### config.mk
export PLATFORM = sky130hd
export DESIGN_NAME = frame_serial_tx
export DESIGN_NICKNAME = d
export VERILOG_FILES = /design/src/rtl/frame_serial_tx.sv
export SDC_FILE = /design/constraint.sdc
export NUM_CORES = 1
export LEC_CHECK = 0
export ABC_AREA = 1
export CAP_MARGIN = 20
export CORE_AREA = 2 2 39 41
export CTS_BUF_LIST = sky130_fd_sc_hd__clkbuf_16
export DETAILED_ROUTE_END_ITERATION = 7
export DIE_AREA = 0 0 41 43
export PLACE_DENSITY = 0.51
export SYNTH_ARGS = -nofsm -noshare
export SYNTH_HDL_FRONTEND = slang
export SYNTH_SLANG_ARGS = --single-unit
### constraint.sdc
create_clock -name clk -period 1.35 [get_ports clk]
set_input_delay 0.135 -clock clk [delete_from_list [all_inputs] [get_ports clk]]
set_output_delay 0.135 -clock clk [all_outputs]
set_load 0.01 [all_outputs]
### src/rtl/frame_serial_tx.sv
// frame_serial_tx: frames a DATA_W-bit word as start/data/[parity]/stop and shifts it out LSB-first on a registered tx pad.
// Optional even-parity bit is enabled by defining PARITY_EN.
module frame_serial_tx #(
    parameter int DATA_W   = 2,
    parameter int BAUD_DIV = 4
) (
    input  logic              clk,
    input  logic              rst,
    input  logic [DATA_W-1:0] data_in,
    input  logic              load,
    output logic              ready,
    output logic              tx,
    output logic              busy
);
    localparam int CW = BAUD_DIV > 1 ? $clog2(BAUD_DIV) : 1;
    localparam int IW = DATA_W > 1 ? $clog2(DATA_W) : 1;

    typedef enum logic [2:0] {
        IDLE,
        START,
        DATA,
`ifdef PARITY_EN
        PARITY,
`endif
        STOP
    } state_t;

    state_t            state_q, state_d;
    logic [DATA_W-1:0] shreg_q, shreg_d;
    logic [CW-1:0]     cnt_q, cnt_d;
    logic [IW-1:0]     idx_q, idx_d;
    logic              tx_q, tx_d;
    logic              wrap;
`ifdef PARITY_EN
    logic              par_q, par_d;
`endif

    assign wrap  = cnt_q == CW'(BAUD_DIV - 1);
    assign ready = state_q == IDLE;
    assign busy  = ~ready;
    assign tx    = tx_q;

    always_comb begin
        state_d = state_q;
        shreg_d = shreg_q;
        idx_d   = idx_q;
        cnt_d   = wrap ? '0 : cnt_q + CW'(1);
`ifdef PARITY_EN
        par_d   = par_q;
`endif
        case (state_q)
            IDLE: begin
                cnt_d = '0;
                if (load) begin
                    state_d = START;
                    shreg_d = data_in;
                    idx_d   = '0;
`ifdef PARITY_EN
                    par_d   = ^data_in;
`endif
                end
            end
            START: if (wrap) state_d = DATA;
            DATA: if (wrap) begin
                if (idx_q == IW'(DATA_W - 1)) begin
`ifdef PARITY_EN
                    state_d = PARITY;
`else
                    state_d = STOP;
`endif
                end else begin
                    shreg_d = shreg_q >> 1;
                    idx_d   = idx_q + IW'(1);
                end
            end
`ifdef PARITY_EN
            PARITY: if (wrap) state_d = STOP;
`endif
            STOP: if (wrap) state_d = IDLE;
            default: state_d = IDLE;
        endcase
        // tx is a function of the next state so the pad flop changes together with the state
`ifdef PARITY_EN
        tx_d = (state_d == START) ? 1'b0 : (state_d == DATA) ? shreg_d[0] :
               (state_d == PARITY) ? par_d : 1'b1;
`else
        tx_d = (state_d == START) ? 1'b0 : (state_d == DATA) ? shreg_d[0] : 1'b1;
`endif
    end

    always_ff @(posedge clk) begin
        if (rst) begin
            state_q <= IDLE;
            shreg_q <= '0;
            cnt_q   <= '0;
            idx_q   <= '0;
            tx_q    <= 1'b1;
`ifdef PARITY_EN
            par_q   <= 1'b0;
`endif
        end else begin
            state_q <= state_d;
            shreg_q <= shreg_d;
            cnt_q   <= cnt_d;
            idx_q   <= idx_d;
            tx_q    <= tx_d;
`ifdef PARITY_EN
            par_q   <= par_d;
`endif
        end
    end
endmodule
=== Word-level counts from Yosys, hierarchy flattened ===
Index checks and enable logic that the tools add are counted.

* $add $sub $neg: 2
* Multiply operators: 0
* Divide/modulo/power cells: 0
* Order comparisons: 0
* Equal/unequal tests: 9
* Shift-type cells: 0
* Mux-type cells: 16
* Bitwise operators: 1
* Reductions and logical operators: 5

{| class="wikitable"
|+ Operator list
! cell !! number
|-
| 3-bit two-way mux || 5
|-
| 3-bit one-hot mux with 4 select lines || 1
|-
| 3-bit by 2-bit equality test with 1-bit output (second input constant) || 3
|-
| 3-bit by 1-bit equality test with 1-bit output (second input constant) || 2
|-
| 2-bit two-way mux || 3
|-
| 2-bit inequality test (second input constant) || 3
|-
| 1-bit two-way mux || 5
|-
| 2-bit one-hot mux with 2 select lines || 1
|-
| 4-bit AND reduction || 1
|-
| 3-bit logical NOT || 1
|-
| 3-bit AND reduction || 1
|-
| 3-bit OR reduction || 1
|-
| 2-bit by 1-bit adder with 2-bit output (second input constant) || 1
|-
| 2-bit equality test (second input constant) || 1
|-
| 1-bit one-hot mux with 2 select lines || 1
|-
| 2-bit nonzero test || 1
|-
| 1-bit adder (second input constant) || 1
|-
| 1-bit inverter || 1
|}

* Register bits: 9
* Bits in latches: 0
* Memory bits (writable): 0
* Bits in read-only memories: 0
* Input port bits: 5
* Output and inout bits: 3
* Memories kept: 0

=== Depth between registers and ports, before layout ===
Gate-level depths: netlist (run 1).

* Depth after elaboration: 6
* Depth in mapped cells: 8
* Gate-level depth less buffers: 8

=== Least setup slack after synthesis (run 1) ===
No wires, ideal clock.

* Path kind: flip-flop to flip-flop
* Start: register cnt_q[0]
* End: register tx_q (netlist: tx)
* Arrival: 0.973 ns
* Setup slack: 0.260 ns
* Stages on the path, launching flop included: 9
* Buffers on the path: 0
* Cells stage by stage: dfxtp_1 -> ha_1 -> inv_1 -> nor2_1 -> inv_1 -> nor2_1 -> nor2_2 -> nor2_2 -> a21oi_2

* Cells in the longest elaborated chain, start to end: 6
* Elaborated cells on any way between the ends: 11

{| class="wikitable"
|+ Ends and longest elaborated chain
! item !! line !! RTL
|-
| from (decl) || 30 || <nowiki>logic [CW-1:0] cnt_q, cnt_d;</nowiki>
|-
| from (signal assigned) || 104 || <nowiki>cnt_q <= cnt_d;</nowiki>
|-
| 2-bit equality test * || 38 || <nowiki>assign wrap = cnt_q == CW'(BAUD_DIV - 1);</nowiki>
|-
| 3-bit two-way mux (on tied branches) || 79, 63, 64 ||
|-
| 3-bit one-hot mux with 4 select lines || 51 || <nowiki>case (state_q)</nowiki>
|-
| 3-bit by 2-bit equality test with 1-bit output || 87 || <nowiki>tx_d = (state_d == START) ? 1'b0 : (state_d == DATA) ? shreg_d[0] : 1'b1;</nowiki>
|-
| 1-bit two-way mux || 87 ||
|-
| 1-bit two-way mux * || 87 ||
|-
| to (signal assigned) || 106 || <nowiki>tx_q <= tx_d;</nowiki>
|-
| to (decl) || 32 || <nowiki>logic tx_q, tx_d;</nowiki>
|}

Every way passes the cells marked *; elsewhere a longest branch is shown, timed or not. The select of a mux whose other input is x is not followed.
A chain may end at the register's enable or synchronous reset.

=== Worst setup path after layout (run 1) ===
* Start: register state_q[2]
* End: output busy

* Cells in the longest elaborated chain, start to end: 2

{| class="wikitable"
|+ Ends and longest elaborated chain
! item !! line !! RTL
|-
| from (decl) || 28 || <nowiki>state_t state_q, state_d;</nowiki>
|-
| from (signal assigned) || 102 || <nowiki>state_q <= state_d;</nowiki>
|-
| 3-bit logical NOT || 39 || <nowiki>assign ready = state_q == IDLE;</nowiki>
|-
| 1-bit inverter || 40 || <nowiki>assign busy = ~ready;</nowiki>
|-
| to (decl) || 13 || <nowiki>output logic busy</nowiki>
|}

Every way passes these cells.

==> flow_summary.json, run 1 <==
{
  "grt_antenna_before_repair": 0,
  "cts_buffer_depth": 2,
  "rows": 14,
  "place_area_sq_um": 546.8,
  "cp_max_fo": 2,
  "fin_skew_ps": 3.496,
  "ys_warn_count": 0,
  "grt_max_degree": 7,
  "synth-xor-area-share": 0,
  "cts_root_buffer": "clkbuf_16",
  "overflow": 0,
  "ys_seq_area_frac": 0.4150,
  "cp-end-kind": "output pin",
  "clock-sinks": 9,
  "nets": 82,
  "ys_ff_latch": 9,
  "yosys.area_share.adder": 0.05764,
  "syn_nets": 67,
  "clk_pin_slew_ps": 40,
  "p_total_w": 0.0008660,
  "ys_top_cells_by_area": "dfxtp_1 41%, nand2_1 9.5%, inv_1 8.6%",
  "synthMuxAreaShare": 0,
  "synth_compound_area_frac": 0.06628,
  "ant_nets": 0,
  "r2r-start": "cnt_q[0]",
  "cts_tree": "built",
  "avgViaCountPerCell": 4.367,
  "numCtsBuffers": 3,
  "diodes": 0,
  "post-route-min-period_ps": 1261,
  "multi_input_area_sq_um": 211.5,
  "busiest_layer": "met2",
  "synth.avg_cell_area_sq_um": 7.236,
  "grtUsageMet3": 0.04712,
  "syn_to_final_growth_pct": 44.09,
  "slew_viol_final": 0,
  "die_w_um": 41,
  "final-seq-area_sq_um": 180.2,
  "post-route-period-util": 0.9340,
  "initial_core_util": 0.3137,
  "dr.pass1.iters": 4,
  "synth_top_family_by_area": "simple AND/OR/NAND/NOR gates",
  "wirelength_um": 844,
  "syn_inst": 60,
  "cp.arrival_ps": 1130,
  "vdd_ir_drop_max_v": 0.0008200,
  "crit_start": "state_q[2]",
  "gp_congestion": 0.7738,
  "layout-drive-gt1-share": 0.2027,
  "grt_pass1_wl_mm": 1.386,
  "r2r_slack_ps": 120,
  "min_from": "cnt_q[0]",
  "synth_top_area_frac": 0.4150,
  "layout_common_cells": "11 x inv_1, 11 x nand2_1, 9 x dfxtp_1",
  "hold_path.class": "reg -> reg",
  "wl_per_cell_um": 9.378,
  "ys_types": 15,
  "cp_slowest_cell": "dfxtp_1",
  "setup_violations": 0,
  "grt_use_total": 0.1268,
  "cts-htree-levels": 1,
  "max_stage_delay_ps": 320,
  "syn-cell-area_sq_um": 434.2,
  "max_freq_ghz": 0.7931,
  "synth-simple-area-share": 0.3487,
  "status": "finished clean",
  "io_pins": 8,
  "crit_chain": "nor2_4 -> inv_1 -> nor2_2 -> inv_2 -> dlygate4sd2_1",
  "rsz0062_at_grt": "no",
  "worstSetupStartpointType": "register",
  "cp_top_family": "buffers and inverters",
  "fin_setup_tns_ps": 0,
  "die_area_sq_um": 1763,
  "max_cap_violations": 0,
  "drt-initial-drc-count": 3,
  "p_per_area_nw_per_um2": 1384,
  "clkLatencyLatePin_ps": 240,
  "yosysTopAreaCell": "dfxtp_1",
  "final_cell_area_sq_um": 625.6,
  "post-route-drc-count": 0,
  "vias": 393,
  "p_leak_nw": 0.3171,
  "die_height_um": 43,
  "required_ps": 1220,
  "hold_viol": 0,
  "path_buf_inv": 3,
  "criticalPathCategory": "reg -> out",
  "coreArea_sq_um": 1384,
  "portBuffers": 7,
  "nFillCells": 148,
  "dp_hpwl_um": 659.3,
  "grt_use_met1": 0.1294,
  "whs_ps": 447.9,
  "grt_pass1_vias": 348,
  "grt_util_met2": 0.1844
}
-- through the flow --
step | instances | worst slack, ps | utilization
4_1_cts | 90 | 46.81 | 0.4503
3_5_place_dp | 86 | 58.34 | 0.3951
2_1_floorplan | 60 | 260.4 | -
5_1_grt | 90 | 8.223 | 0.4521
3_3_place_gp | 86 | 76.47 | 0.3951
6_report | 90 | 89.16 | 0.4521
-- routing by layer --
layer | part of all wire | vias up
met5 | 0 | -
met4 | 0.040 | 0
met3 | 0.050 | 5
met2 | 0.48 | 6
li1 | - | 214
met1 | 0.43 | 168
-- report_power, final --
| part | switching [W] | internal [W] | total, W |
|---|---|---|---|
| clock network | 0.000128 | 0.000387 | 0.000514 |
| logic | 0.0000331 | 0.0000335 | 0.0000666 |
| registers | 0.00000679 | 0.000278 | 0.000285 |
-- final cells by class --
cell class / instances / area share
Multi-Input combinational cell: 39 / 0.3380
Timing Repair Buffer: 10 / 0.1440
Tap cell: 16 / 0.03200
Clock inverter: 1 / 0.006000
Clock buffer: 3 / 0.1200
Inverter: 12 / 0.07200
Sequential cell: 9 / 0.2880
-- kinds of logic after synthesis --
kind of cell	Yosys count
AO/OA/AOI/OAI	5
flip-flops	9
adder cells (fa/ha/maj)	2
other	1
buffers and inverters	12
AND/OR/NAND/NOR	31
-- final timing paths --
kind / end / cells past startpoint
worst min register to register: cnt_q[0] / 1
worst max-delay path: busy / 5
worst max register to register: tx / 8
worst min-delay path: cnt_q[0] / 1
-- what timing repair did --
item	4_1_cts	5_1_grt
endpoints found under the setup margin	2	1
setup buffers	0	0
hold buffers	0	0
pin swaps	0	0
gates resized for setup	2	1
-- state kept, by name (all words and copies together) (netlist names) --
name / flops
tx: 1
shreg_q: 2
cnt_q: 2
idx_q: 1
state_q: 3
-- synthesized netlist by cell type --
master / instances
a21oi_1: 2
a21oi_2: 1
conb_1: 1
dfxtp_1: 9
ha_1: 2
inv_1: 10
inv_2: 2
nand2_1: 11
nand3_1: 4
nand3_2: 2
nand4_1: 2
nor2_1: 9
nor2_2: 2
nor2_4: 1
o21ai_0: 2
Note: power is estimated with default switching activity, not from simulation.
==> run 2: changes to the inputs <==
- SLEW_MARGIN: default -> 20
==> results of run 2 <==
No change in the layout: final DEF, timing and power equal those of run 1.
